File: src/rtl/spi2lb_pkg.sv
`default_nettype none
// spi2lb_pkg: shared FSM encoding and frame constants for the SPI-to-LocalBus bridge.
package spi2lb_pkg;

    localparam int CTRL_W      = 8;
    localparam int CTRL_WR_BIT = 7;
    localparam int SYNC_STAGES = 2;

    typedef enum logic [2:0] {
        IDLE   = 3'd0,
        ADDR   = 3'd1,
        CTRL   = 3'd2,
        WDATA  = 3'd3,
        WR_BUS = 3'd4,
        RD_BUS = 3'd5,
        RDATA  = 3'd6,
        DONE   = 3'd7
    } state_t;

endpackage
`default_nettype wire

File: src/rtl/spi2lb_sync.sv
`default_nettype none
// spi2lb_sync: N-FF synchroniser for one asynchronous input, plus one extra
// stage so that single-cycle rise/fall pulses can be produced.
module spi2lb_sync #(
    parameter int   STAGES  = 2,
    parameter logic RST_VAL = 1'b0
) (
    input  logic clk,
    input  logic rst,
    input  logic din,
    output logic sync,
    output logic rise,
    output logic fall
);

    logic [STAGES:0] pipe;

    always_ff @(posedge clk or negedge rst) begin
        if (!rst) begin
            pipe <= {(STAGES+1){RST_VAL}};
        end else begin
            pipe <= {pipe[STAGES-1:0], din};
        end
    end

    assign sync = pipe[STAGES-1];
    assign rise = pipe[STAGES-1] & ~pipe[STAGES];
    assign fall = ~pipe[STAGES-1] & pipe[STAGES];

endmodule
`default_nettype wire

File: src/rtl/spi2lb.sv
`default_nettype none
// spi2lb: SPI mode-0 slave turning address/control/data frames into LocalBus accesses.
// Define SPI2LB_MISO_OE_EN to add spi_miso_oe for an external tristate buffer.
module spi2lb
    import spi2lb_pkg::*;
#(
    parameter  int ADDR_W = 8,
    parameter  int DATA_W = 8,
    localparam int STRB_W = DATA_W / 8
) (
    input  logic              clk,
    input  logic              rst,
    input  logic              spi_sck,
    input  logic              spi_cs_n,
    input  logic              spi_mosi,
    output logic              spi_miso,
`ifdef SPI2LB_MISO_OE_EN
    output logic              spi_miso_oe,
`endif
    output logic [ADDR_W-1:0] lb_waddr,
    output logic [DATA_W-1:0] lb_wdata,
    output logic [STRB_W-1:0] lb_wstrb,
    output logic              lb_wen,
    input  logic              lb_wready,
    output logic [ADDR_W-1:0] lb_raddr,
    output logic              lb_ren,
    input  logic [DATA_W-1:0] lb_rdata,
    input  logic              lb_rvalid
);

    localparam logic [5:0] ADDR_LAST = 6'(ADDR_W - 1);
    localparam logic [5:0] CTRL_LAST = 6'(CTRL_W - 1);
    localparam logic [5:0] DATA_LAST = 6'(DATA_W - 1);

    state_t state, next_state;

    logic              sck_s, sck_rise, sck_fall;
    logic              cs_n_s, cs_rise, cs_fall;
    logic              mosi_s, mosi_rise, mosi_fall;
    logic [5:0]        bit_cnt;
    logic [ADDR_W-1:0] addr;
    logic [CTRL_W-1:0] ctrl;
    logic [CTRL_W-1:0] ctrl_nx;
    logic [DATA_W-1:0] shreg;
    logic              cs_lost;
    logic              unused_bits;

    spi2lb_sync #(.STAGES(SYNC_STAGES), .RST_VAL(1'b0)) u_sync_sck (
        .clk(clk), .rst(rst), .din(spi_sck),  .sync(sck_s),  .rise(sck_rise),  .fall(sck_fall)
    );
    spi2lb_sync #(.STAGES(SYNC_STAGES), .RST_VAL(1'b1)) u_sync_cs (
        .clk(clk), .rst(rst), .din(spi_cs_n), .sync(cs_n_s), .rise(cs_rise),   .fall(cs_fall)
    );
    spi2lb_sync #(.STAGES(SYNC_STAGES), .RST_VAL(1'b0)) u_sync_mosi (
        .clk(clk), .rst(rst), .din(spi_mosi), .sync(mosi_s), .rise(mosi_rise), .fall(mosi_fall)
    );

    assign unused_bits = ^{sck_s, cs_rise, cs_fall, mosi_rise, mosi_fall, ctrl[CTRL_W-2:STRB_W]};
    assign ctrl_nx     = {ctrl[CTRL_W-2:0], mosi_s};

    always_ff @(posedge clk or negedge rst) begin
        if (!rst) begin
            state <= IDLE;
        end else begin
            state <= next_state;
        end
    end

    always_comb begin
        next_state = state;
        unique case (state)
            IDLE:   if (!cs_n_s) next_state = ADDR;
            ADDR:   if (cs_n_s) next_state = IDLE;
                    else if (sck_rise && bit_cnt == ADDR_LAST) next_state = CTRL;
            CTRL:   if (cs_n_s) next_state = IDLE;
                    else if (sck_rise && bit_cnt == CTRL_LAST)
                        next_state = ctrl_nx[CTRL_WR_BIT] ? WDATA : RD_BUS;
            WDATA:  if (cs_n_s) next_state = IDLE;
                    else if (sck_rise && bit_cnt == DATA_LAST) next_state = WR_BUS;
            // A bus request is always completed; a chip-select bounce during it
            // parks the bridge in DONE until the master deselects again.
            WR_BUS: if (lb_wready) next_state = cs_n_s ? IDLE : DONE;
            RD_BUS: if (lb_rvalid) next_state = cs_n_s ? IDLE : (cs_lost ? DONE : RDATA);
            RDATA:  if (cs_n_s) next_state = IDLE;
                    else if (sck_rise && bit_cnt == DATA_LAST) next_state = DONE;
            DONE:   if (cs_n_s) next_state = IDLE;
            default: next_state = IDLE;
        endcase
    end

    always_ff @(posedge clk or negedge rst) begin
        if (!rst) begin
            bit_cnt <= '0;
            addr    <= '0;
            ctrl    <= '0;
            shreg   <= '0;
            cs_lost <= 1'b0;
        end else begin
            cs_lost <= (state == RD_BUS) && (cs_lost || cs_n_s);
            if (next_state != state) begin
                bit_cnt <= '0;
            end else if (sck_rise && (state == ADDR || state == CTRL ||
                                      state == WDATA || state == RDATA)) begin
                bit_cnt <= bit_cnt + 6'd1;
            end
            case (state)
                ADDR:   if (sck_rise) addr <= {addr[ADDR_W-2:0], mosi_s};
                CTRL:   if (sck_rise) ctrl <= ctrl_nx;
                WDATA:  if (sck_rise) shreg <= {shreg[DATA_W-2:0], mosi_s};
                RD_BUS: if (lb_rvalid) shreg <= lb_rdata;
                // Falls before the first data rise belong to the control phase gap.
                RDATA:  if (sck_fall && bit_cnt != 6'd0) shreg <= {shreg[DATA_W-2:0], 1'b0};
                default: ;
            endcase
        end
    end

    always_comb begin
        lb_wen   = (state == WR_BUS);
        lb_ren   = (state == RD_BUS);
        spi_miso = (state == RDATA) & shreg[DATA_W-1];
`ifdef SPI2LB_MISO_OE_EN
        spi_miso_oe = (state == RDATA);
`endif
    end

    assign lb_waddr = addr;
    assign lb_raddr = addr;
    assign lb_wdata = shreg;
    assign lb_wstrb = ctrl[STRB_W-1:0];

endmodule
`default_nettype wire

File: config.mk
export PLATFORM = sky130hd
export DESIGN_NAME = spi2lb
export DESIGN_NICKNAME = d
export VERILOG_FILES = /design/src/rtl/spi2lb_pkg.sv /design/src/rtl/spi2lb_sync.sv /design/src/rtl/spi2lb.sv
export SDC_FILE = /design/constraint.sdc
export NUM_CORES = 1
export LEC_CHECK = 0
export CAP_MARGIN = 5
export CORE_MARGIN = 2
export CORE_UTILIZATION = 46
export CTS_CLUSTER_SIZE = 25
export DETAILED_ROUTE_END_ITERATION = 10
export GPL_TIMING_DRIVEN = 0
export PLACE_DENSITY_LB_ADDON = 0.08
export SLEW_MARGIN = 25
export SYNTH_ARGS = -nofsm -noshare
export SYNTH_HDL_FRONTEND = slang
export SYNTH_SLANG_ARGS = --single-unit
File: constraint.sdc
create_clock -name clk -period 1.62 [get_ports clk]
set_input_delay 0.162 -clock clk [delete_from_list [all_inputs] [get_ports clk]]
set_output_delay 0.162 -clock clk [all_outputs]
set_load 0.05 [all_outputs]
==> parameters.txt <==
Parameter                              Value

STA
  RSZ-0062 raised after global routing    true
  Fin crit share    1.07
  Setup total negative slack    -1.18 ns
  Hold Worst Slack    0.278 ns
  Min cycle time layout    1.73 ns
  Peak Freq    578 MHz
  Worst-Margin Slew    0.510 ns
  PnR worst setup slack    -0.111 ns
  Final slew viol count    0
  Final worst clock skew    0.00674 ns
  Final-report setup violation count    15
  Final hold violation count    0
  Relative slew margins    0.662

Clock network
  Number of buffers between clock root and the deepest sink    2
  CTS Buf Count    5
  H-tree depth    2
  Clock net sink count    40
  Clock Root Buffer    sky130_fd_sc_hd__clkbuf_8
  Latest clock arrival within the worst-skew pair    0.29 ns
  Worst-path clk slew    0.07 ns
  TritonCTS clock tree    yes

Die
  Floorplan row count    24
  Horizontal extent of the die    71.6 um
  Number of top-level pins    43
  Die Y    71.6 um
  Die Outline Area    5130 um2
  Total core area    4380 um2
  Starting Density    0.480

Worst setup path
  Cell with the biggest individual delay on the critical path    sky130_fd_sc_hd__or3_4
  Startpoint types    flip-flop
  Peak per-stage delay on the critical path    0.44 ns
  Kind of critical path    flip-flop to flip-flop
  Chain of cells forming the critical path    or3_4, nor3b_4, o22ai_4, buf_12, mux2_4
  Arrival time of the worst setup path    1.90 ns
  Max FO, Critical Path    8
  CP Data Required Time    1.79 ns
  Critical Path Sink Type    flip-flop

Global route
  Vias in the first global route    1558
  Antenna violations before repair    0
  Pin count of the biggest net entering global routing    26
  Combined global-route utilization of all metal layers    0.185
  Global-route wire length before repair    7360 um
  Leftover overflow at the end of global routing    0

Logic synthesis
  Primary FF master, synth    sky130_fd_sc_hd__dfrtp_1
  Portion of the post-synthesis area used by sequential elements    0.477
  Number of nets in the synthesized netlist    196
  Fraction of registers with async set/reset    1.00
  Syn_area_per_cell    11.8 um2
  Count of cell types in the netlist    51
  Post-synth EDFFs    0
  Instance count of the mapped netlist    179
  Syn Std Cell Area    2100 um2
  Synth warnings    0
  Number of synthesized register bits    40

Finish
  Fin nets    261
  Number of diodes    0
  Layout fillers    318
  Relative area change from synthesis to final layout    39.3%
  Ratio of cells with drive above 1 in the final layout    0.343
  Non-Filler Cell Area, Final    2930 um2

Placed design
  Detail Placement HPWL    2990 um
  IO buf count    42
  Area after DPL    2610 um2
  Placer Congestion    0.909

Drt
  DRC violation count after routing    0
  Number of nets with antenna violations after routing    0
  WL final    4500 um
  Number of detailed-route iterations in the first pass    5
  WL per Instance    15.2 um
  Count of vias placed by the detailed router    1596
  Drt first-iter violations    63
  Vias per cell    5.37

Power and ir drop
  Pwr per Cell Area    1320 nW/um2
  Peak supply drop    721 uV
  Leakage dissipation    1.39 nW
  Total design power    3.85 mW

Run status
  Failing checks    negative setup slack
  Status    finished, violations left

Worst hold path
  Classification of the worst-slack hold path    primary input to flip-flop

Job
  Max capacitance violation total    0
layout by cell type, fill, tap and decap left out, types with 6 or more instances in the layout:
cell type	instances
sky130_fd_sc_hd__mux2_1	16
sky130_fd_sc_hd__mux2_4	8
sky130_fd_sc_hd__clkdlybuf4s50_1	13
sky130_fd_sc_hd__inv_1	6
sky130_fd_sc_hd__nor2_1	14
sky130_fd_sc_hd__dfrtp_1	37
sky130_fd_sc_hd__mux2_2	7
sky130_fd_sc_hd__buf_4	27
sky130_fd_sc_hd__nand2_1	9
sky130_fd_sc_hd__dlygate4sd2_1	25
final timing paths:
kind	startpoint	endpoint	slack, ns	cells past startpoint
min in group asynchronous	rst	lb_wdata[2]	0.33	2
setup reg to reg	bit_cnt[5]	lb_wdata[1]	-0.11	5
hold reg to reg	u_sync_sck.pipe[0]	u_sync_sck.pipe[1]	0.35	0
hold / removal	spi_cs_n	u_sync_cs.pipe[0]	0.28	1
setup / recovery	bit_cnt[5]	lb_wdata[1]	-0.11	5
max in group asynchronous	rst	u_sync_cs.pipe[0]	0.75	3
registers in the layout (all words and copies together), names as in the netlist:
name	cells
ctrl	7
cs_lost	1
lb_wdata	8
bit_cnt	6
u_sync_mosi.pipe	2
state	3
u_sync_sck.pipe	3
u_sync_cs.pipe	2
lb_raddr	8
per-stage QoR:
| step | instances | util | setup slack, ns |
|---|---|---|---|
| after global placement | 273 | 0.590 | -0.515 |
| final | 297 | 0.668 | -0.111 |
| after detailed placement | 274 | 0.596 | -0.487 |
| after CTS | 291 | 0.640 | -0.190 |
| after floorplan | 179 | - | -0.0343 |
| after global routing | 297 | 0.668 | -0.183 |
critical path: cells and delay by family (launching register included):
kind	cells	cell delay, ns
buffers and inverters	1	0.15
DFF	1	0.38
muxes	1	0.29
and+or+nand+nor	2	0.68
AOI/OAI and AO/OA	1	0.10
per-layer routing:
metal,routed length [um],global-route usage
met1,1840,0.215
met2,2310,0.324
met4,76,0.0839
met3,281,0.0422
met5,0,0
cell type report:
class	count	area, um2	share of cell area
clock inverter	3	42.5	0.0145
sequential	40	1000	0.343
tap	52	65.1	0.0222
timing repair buffer	60	551	0.188
inverter	8	30.0	0.0103
multi-input combinational	116	1070	0.366
clock buffer	5	68.8	0.0235
buffer	13	95.1	0.0325
where the power goes:
part	leakage (nW)	switching (mW)	internal [mW]	total, mW
Clock	0.0541	0.334	0.455	0.789
Combinational	0.830	1.14	0.597	1.73
Sequential	0.508	0.150	1.18	1.33
Total	1.39	1.62	2.23	3.85
synthesized netlist by cell type (all sizes together) (2+ instances only):
| cell type | number | area [um2] |
|---|---|---|
| o21ai | 4 | 20.0 |
| a21oi | 6 | 33.8 |
| dfstp | 2 | 52.6 |
| buf | 14 | 96.3 |
| clkbuf | 2 | 7.51 |
| inv | 8 | 30.0 |
| nor2 | 16 | 60.1 |
| o221ai | 2 | 35.0 |
| nand4 | 2 | 12.5 |
| o21bai | 2 | 15.0 |
| nor3 | 2 | 10.0 |
| o31ai | 2 | 20.0 |
| nand2 | 10 | 37.5 |
| dfrtp | 38 | 951 |
| ha | 2 | 25.0 |
| o22ai | 2 | 26.3 |
| nor3b | 2 | 31.3 |
| nand4b | 2 | 17.5 |
| and2 | 2 | 12.5 |
| nand2b | 2 | 12.5 |
| mux2 | 31 | 379 |
| nand3 | 4 | 20.0 |
| xor2 | 4 | 35.0 |
| and3 | 2 | 12.5 |
cells by family after synthesis:
kind of cell	synth area share
and+or+nand+nor	0.135
adders and majority gates	0.0119
buffers and inverters	0.0637
muxes	0.185
xor gates and xnor gates	0.0208
AOI/OAI and AO/OA	0.106
DFF	0.477
timing repair:
action                                  in CTS  in global routing
hold endpoints to repair                    15                  0
buffers inserted                             8                  9
gates cloned                                 0                  1
endpoints found under the setup margin      52                 35
gates resized for setup                     54                 17
hold buffers                                 1                  0
pin swaps                                    8                  8
Note: power is estimated with default switching activity, not from simulation.
